===== src/rtl/fpu_pkg.sv =====
// Shared FPU definitions: flag bit positions, operand classes, the multiply
// opcode used by the top-level decoder, and the canonical quiet-NaN pattern.
package fpu_pkg;

   localparam int FLG_INVALID   = 3;
   localparam int FLG_OVERFLOW  = 2;
   localparam int FLG_UNDERFLOW = 1;
   localparam int FLG_INEXACT   = 0;

   localparam logic [3:0] OP_MUL = 4'h2;

   typedef enum logic [1:0] {ZERO, NORM, INF, NAN} fp_class_e;

   // Returns {0, all-ones exponent, 1, zeros} right-aligned in 128 bits;
   // callers size-cast it to their own word width.
   function automatic logic [127:0] qnan_bits(input int exp_w, input int man_w);
      logic [127:0] one;
      one = 128'd1;
      return ((one << (exp_w + man_w)) - (one << man_w)) | (one << (man_w - 1));
   endfunction

endpackage


===== src/rtl/fpu_unpack.sv =====
// Splits one packed operand into sign, biased exponent, significand with
// hidden bit, and class. Denormal encodings are treated as zero.
module fpu_unpack
   import fpu_pkg::*;
#(
   parameter int EXP_W = 8,
   parameter int MAN_W = 23
) (
   input  logic [EXP_W+MAN_W:0] op,
   output logic                 sign,
   output logic [EXP_W-1:0]     exp,
   output logic [MAN_W:0]       mant,
   output fp_class_e            cls
);

   logic exp_zero;
   logic exp_ones;
   logic frac_zero;

   assign sign      = op[EXP_W+MAN_W];
   assign exp       = op[EXP_W+MAN_W-1:MAN_W];
   assign exp_zero  = (exp == '0);
   assign exp_ones  = (exp == '1);
   assign frac_zero = (op[MAN_W-1:0] == '0);
   assign mant      = exp_zero ? '0 : {1'b1, op[MAN_W-1:0]};

   always_comb begin
      cls = NORM;
      if (exp_zero)
         cls = ZERO;
      else if (exp_ones)
         cls = frac_zero ? INF : NAN;
   end

endmodule


===== src/rtl/fpu_mul_pipe.sv =====
// Three-stage floating-point multiplier (unpack/multiply, normalise,
// round/pack) with valid/ready on both sides and a pass-through tag.
module fpu_mul_pipe
   import fpu_pkg::*;
#(
   parameter int EXP_W = 8,
   parameter int MAN_W = 23,
   parameter int TAG_W = 4
) (
   input  logic                   clk,
   input  logic                   rst_n,
   input  logic                   s_valid,
   output logic                   s_ready,
   input  logic [EXP_W+MAN_W:0]   a,
   input  logic [EXP_W+MAN_W:0]   b,
   input  logic [TAG_W-1:0]       s_tag,
   output logic                   m_valid,
   input  logic                   m_ready,
   output logic [EXP_W+MAN_W:0]   result,
   output logic [TAG_W-1:0]       m_tag,
   output logic [3:0]             flags
);

   localparam int W   = 1 + EXP_W + MAN_W;
   localparam int PW  = 2 * MAN_W + 2;
   localparam int EW2 = EXP_W + 2;

   localparam logic signed [EW2-1:0] BIAS     = EW2'((1 << (EXP_W - 1)) - 1);
   localparam logic signed [EW2-1:0] EMAX     = EW2'((1 << EXP_W) - 1);
   localparam logic signed [EW2-1:0] EXP_ONE  = EW2'(1);
   localparam logic signed [EW2-1:0] EXP_ZERO = EW2'(0);
   localparam logic [W-1:0]          QNAN     = W'(qnan_bits(EXP_W, MAN_W));

   logic s1_v, s2_v, s3_v;
   logic s1_load, s2_load, s3_load;

   assign s3_load = !s3_v || m_ready;
   assign s2_load = !s2_v || s3_load;
   assign s1_load = !s1_v || s2_load;
   assign s_ready = rst_n && s1_load;
   assign m_valid = s3_v;

   // S1: unpack, classify, exponent sum, significand product
   logic            sa, sb;
   logic [EXP_W-1:0] ea, eb;
   logic [MAN_W:0]  ma, mb;
   fp_class_e       ca, cb;

   fpu_unpack #(.EXP_W(EXP_W), .MAN_W(MAN_W)) u_unpack_a (
      .op(a), .sign(sa), .exp(ea), .mant(ma), .cls(ca)
   );
   fpu_unpack #(.EXP_W(EXP_W), .MAN_W(MAN_W)) u_unpack_b (
      .op(b), .sign(sb), .exp(eb), .mant(mb), .cls(cb)
   );

   logic                   s1_nan, s1_inf, s1_zero, s1_sign;
   logic signed [EW2-1:0]  s1_exp;
   logic [PW-1:0]          s1_prod;
   logic [TAG_W-1:0]       s1_tag;

   always_ff @(posedge clk) begin
      if (s1_load && s_valid) begin
         s1_nan  <= (ca == NAN) || (cb == NAN) ||
                    (ca == INF && cb == ZERO) || (ca == ZERO && cb == INF);
         s1_inf  <= (ca == INF) || (cb == INF);
         s1_zero <= (ca == ZERO) || (cb == ZERO);
         s1_sign <= sa ^ sb;
         s1_exp  <= $signed({2'b00, ea}) + $signed({2'b00, eb}) - BIAS;
         s1_prod <= {{(MAN_W+1){1'b0}}, ma} * {{(MAN_W+1){1'b0}}, mb};
         s1_tag  <= s_tag;
      end
   end

   // S2: normalise the product into [1,2) and collect guard/sticky
   logic [MAN_W-1:0]      norm_frac;
   logic                  norm_guard, norm_sticky;
   logic signed [EW2-1:0] norm_exp;

   always_comb begin
      norm_frac   = s1_prod[2*MAN_W-1 -: MAN_W];
      norm_guard  = s1_prod[MAN_W-1];
      norm_sticky = |s1_prod[MAN_W-2:0];
      norm_exp    = s1_exp;
      if (s1_prod[PW-1]) begin
         norm_frac   = s1_prod[2*MAN_W -: MAN_W];
         norm_guard  = s1_prod[MAN_W];
         norm_sticky = |s1_prod[MAN_W-1:0];
         norm_exp    = s1_exp + EXP_ONE;
      end
   end

   logic                  s2_nan, s2_inf, s2_zero, s2_sign;
   logic signed [EW2-1:0] s2_exp;
   logic [MAN_W-1:0]      s2_frac;
   logic                  s2_guard, s2_sticky;
   logic [TAG_W-1:0]      s2_tag;

   always_ff @(posedge clk) begin
      if (s2_load && s1_v) begin
         s2_nan    <= s1_nan;
         s2_inf    <= s1_inf;
         s2_zero   <= s1_zero;
         s2_sign   <= s1_sign;
         s2_exp    <= norm_exp;
         s2_frac   <= norm_frac;
         s2_guard  <= norm_guard;
         s2_sticky <= norm_sticky;
         s2_tag    <= s1_tag;
      end
   end

   // S3: round to nearest even; a carry out leaves the fraction all-zero
   logic                  round_inc;
   logic [MAN_W:0]        rnd_sum;
   logic signed [EW2-1:0] exp_fin;
   logic [W-1:0]          pack_res;
   logic [3:0]            pack_flags;

   assign round_inc = s2_guard && (s2_sticky || s2_frac[0]);
   assign rnd_sum   = {1'b0, s2_frac} + {{MAN_W{1'b0}}, round_inc};
   assign exp_fin   = s2_exp + (rnd_sum[MAN_W] ? EXP_ONE : EXP_ZERO);

   always_comb begin
      pack_res   = {s2_sign, exp_fin[EXP_W-1:0], rnd_sum[MAN_W-1:0]};
      pack_flags = '0;
      pack_flags[FLG_INEXACT] = s2_guard || s2_sticky;
      if (s2_nan) begin
         pack_res   = QNAN;
         pack_flags = '0;
         pack_flags[FLG_INVALID] = 1'b1;
      end else if (s2_inf) begin
         pack_res   = {s2_sign, {EXP_W{1'b1}}, {MAN_W{1'b0}}};
         pack_flags = '0;
      end else if (s2_zero) begin
         pack_res   = {s2_sign, {(W-1){1'b0}}};
         pack_flags = '0;
      end else if (exp_fin >= EMAX) begin
         pack_res   = {s2_sign, {EXP_W{1'b1}}, {MAN_W{1'b0}}};
         pack_flags = '0;
         pack_flags[FLG_OVERFLOW] = 1'b1;
         pack_flags[FLG_INEXACT]  = 1'b1;
      end else if (exp_fin <= EXP_ZERO) begin
         pack_res   = {s2_sign, {(W-1){1'b0}}};
         pack_flags = '0;
         pack_flags[FLG_UNDERFLOW] = 1'b1;
         pack_flags[FLG_INEXACT]   = 1'b1;
      end
   end

   always_ff @(posedge clk) begin
      if (!rst_n) begin
         s1_v   <= 1'b0;
         s2_v   <= 1'b0;
         s3_v   <= 1'b0;
         result <= '0;
         m_tag  <= '0;
         flags  <= '0;
      end else begin
         if (s1_load) s1_v <= s_valid;
         if (s2_load) s2_v <= s1_v;
         if (s3_load) s3_v <= s2_v;
         if (s3_load && s2_v) begin
            result <= pack_res;
            m_tag  <= s2_tag;
            flags  <= pack_flags;
         end
      end
   end

endmodule


===== config.mk =====
export PLATFORM = sky130hd
export DESIGN_NAME = fpu_mul_pipe
export DESIGN_NICKNAME = d
export VERILOG_FILES = /design/src/rtl/fpu_pkg.sv /design/src/rtl/fpu_unpack.sv /design/src/rtl/fpu_mul_pipe.sv
export SDC_FILE = /design/constraint.sdc
export NUM_CORES = 2
export LEC_CHECK = 0
export CAP_MARGIN = 5
export CORE_ASPECT_RATIO = 1.4
export CORE_MARGIN = 2
export CORE_UTILIZATION = 37
export CTS_BUF_LIST = sky130_fd_sc_hd__clkbuf_4 sky130_fd_sc_hd__clkbuf_8 sky130_fd_sc_hd__clkbuf_16
export CTS_CLUSTER_SIZE = 28
export DETAILED_ROUTE_END_ITERATION = 10
export PLACE_DENSITY_LB_ADDON = 0.25
export SETUP_SLACK_MARGIN = 0.1
export SLEW_MARGIN = 5
export SYNTH_ARGS = -nofsm -noshare
export SYNTH_HDL_FRONTEND = slang
export SYNTH_SLANG_ARGS = --single-unit

===== constraint.sdc =====
create_clock -name clk -period 10.4 [get_ports clk]
set_input_delay 2.08 -clock clk [delete_from_list [all_inputs] [get_ports clk]]
set_output_delay 2.08 -clock clk [all_outputs]
set_load 0.05 [all_outputs]

==> out/qor.csv <==
stage,metric,value,unit
timing,final setup fails,0,
logic_synthesis,Syn Area/Cell,9.42,um2
timing,measured slew at the worst slew-check pin,1210,ps
cells_and_area,share of cells above drive strength 1,7.09,%
timing,RSZ-0062 raised after global routing,no,
timing,Fin. Hold Viols,0,
grt,initial antenna violation count,0,
clocking,CTS tree,built,
cells_and_area,total inserted antenna cells,0,
logic_synthesis,number of synthesized register bits,152,
logic_synthesis,sequential area share after synthesis,15.9,%
cells_and_area,"commonest non-fill, non-tap cell in the layout",inv_1,
cells_and_area,P&R area growth vs syn,12.6,%
clocking,Num Clock Sinks,152,
floorplanning,die area,72300,um2
drt,number of routed nets with antenna violations,0,
timing,Final Skew,11.8,ps
timing,Max Slew Vio Count,0,
logic_synthesis,count of cell types in the netlist,78,
floorplanning,top-level I/O count,114,
logic_synthesis,Gate Count Post-Synth,2754,
clocking,cts repair resizes,0,
timing,fin crit period,9760,ps
placed_design,PortBufs,113,
setup_path,CP startpoint kind,primary input,
setup_path,Setup crit end kind,flip-flop,
setup_path,kind of critical path,primary input to flip-flop,
placed_design,gpl congestion,0.979,
clocking,TritonCTS Buffers,17,
timing,relative slew slack,19.2,%
floorplanning,die height,317,um
drt,DRC viols,0,
clocking,Root Driver,clkbuf_16,
drt,Routed WL per cell,21.9,um
setup_path,"Arr. time, crit path",10000,ps
status,status,finished clean,
logic_synthesis,Main synth FF type,edfxtp_1,
timing,Final Cycle Share,93.8,%
logic_synthesis,Mapped Area,25900,um2
hold_path,Hold Path Class,flip-flop to flip-flop,
logic_synthesis,Yosys warnings,0,
clocking,clk buf depth,2,
cells_and_area,"commonest cells after routing, fill and taps aside","inv_1 (572), fa_1 (483), nand2_1 (321), and2_1 (220), ha_1 (194)",
timing,FMAX,0.102,GHz
drt,drt pass-1 iters,5,
clocking,postcts setup bufs,0,
grt,Total GRT Usage,23.5,%
drt,initial DRC count,1356,
drt,drt via density,5.19,
clocking,CTS Hold Bufs,0,
grt,gr ovfl total,0,
logic_synthesis,"EDFF count, synth",109,
logic_synthesis,asr flop ratio synth,0,%
setup_path,CP required,10640,ps
cells_and_area,Fill cells,6826,
drt,routed via count,19664,
floorplanning,die width,228,um
timing,total negative slack,0,ps
floorplanning,area of the core,69200,um2
floorplanning,# rows,114,
grt,number of global-route vias before repair,21661,
floorplanning,Initial Util,37.5,%
cells_and_area,Final nets,3600,
flow_run,max-cap violations,0,
logic_synthesis,Synth Net Count,3503,
placed_design,DP HPWL,67000,um
setup_path,maximum fanout along the worst path,38,
clocking,"Clk Latency, worst-skew pair",430,ps
clocking,htree depth,4,
grt,first-pass GRT wire length,128000,um
grt,largest net degree at the start of global routing,75,
drt,Post-Route WL,83200,um
clocking,clk slew on worst S/H paths,70,ps
==> flip-flops by register name (all words and copies together), names as in the netlist, 4 cells and up <==
register	flops
flags	4
m_tag	4
result	32
s1_exp	10
s1_prod	48
s1_tag	4
s2_exp	10
s2_frac	23
s2_tag	4
==> critical path: stages <==
cell	delay, ps
clkdlybuf4s50_1	450
nor4_1	350
nand2_1	240
buf_12	230
and3_1	510
and2_1	330
fa_1	540
inv_1	50
fa_1	470
inv_1	50
fa_1	480
fa_1	620
fa_1	470
fa_1	530
inv_1	60
fa_1	480
inv_1	40
ha_1	340
nand4_1	190
or4_1	550
a21o_1	190
a21o_1	280
a211o_1	330
o311ai_1	90
==> cells by family (layout without fill, tap and decap cells) <==
group	Yosys count	in the layout	synth area share [%]
fa+ha+maj	677	677	46.6
xor+xnor	84	84	2.86
simple gates	869	869	17.2
buf+inv	726	836	10.6
mux	26	26	1.12
flops	152	152	15.9
compound gates	220	220	5.68
==> Yosys cell counts (3+ instances only) <==
master    number  area share [%]
a211o_1        3            0.10
a211oi_1       4            0.12
a21boi_0      10            0.29
a21o_1        24            0.69
a21oi_1       58             1.1
a31oi_1        6            0.14
and2_1       221             5.3
and3_1       113             2.7
buf_2         13            0.25
clkbuf_1     138             2.0
dfxtp_1       43             3.3
edfxtp_1     109              13
fa_1         483              37
ha_1         194             9.4
inv_1        572             8.3
mux2_2        25             1.1
nand2_1      321             4.6
nand2b_1       6            0.14
nand3_1       60             1.2
nand3_2        3            0.12
nand4_1       29            0.70
nor2_1        46            0.67
nor2b_1       13            0.31
nor3_1        18            0.35
nor3b_1        4            0.12
nor4_1        22            0.53
o211ai_1       4            0.12
o21a_1         7            0.20
o21ai_0       52             1.0
o21bai_1      11            0.32
o221a_1        4            0.17
o31ai_1        3           0.087
xnor2_1       48             1.6
xor2_1        35             1.2
==> per-layer routing <==
metal / vias up / part of all wire (%) / global-route usage, %
met1: 9899 / 38 / 27.4
met5: - / 0 / 0
li1: 8713 / - / -
met2: 807 / 49 / 41.3
met4: 0 / 6.7 / 13.5
met3: 245 / 6.2 / 3.52
==> stage by stage <==
stage                     std cells  setup WS, ps  cell area [um2]  hold WS, ps  utilization, %
final                          3792           643            29200          416            42.2
after global routing           3792           311            29200          420            42.2
after global placement         3760           306            28600          405            41.3
after CTS                      3792           679            29200          417            42.2
after floorplan                2754          1340            25900          400               -
after detailed placement       3760           224            28600          407            41.3
==> path summary, 6_finish.rpt <==
| path | from | endpoint | slack [ps] | depth (start not counted) |
|---|---|---|---|---|
| setup / recovery | b[29] | s1_prod[43] | 640 | 24 |
| hold / removal | s1_nan | s2_nan | 420 | 0 |
| setup reg to reg | s2_frac[8] | result[17] | 6170 | 17 |
| hold reg to reg | s1_nan | s2_nan | 420 | 0 |
==> cell type report <==
type | instances | area, um2 | share of cell area [%]
Multi-Input combinational cell | 1876 | 19100 | 65.3
Tap cell | 928 | 1160 | 3.97
Timing Repair Buffer | 232 | 2070 | 7.08
Clock inverter | 14 | 184 | 0.629
Sequential cell | 152 | 4130 | 14.1
Clock buffer | 18 | 433 | 1.48
Inverter | 572 | 2150 | 7.35
Power is not shown: default switching activity piles up to over one toggle a cycle in this logic, so the estimate is an artifact.
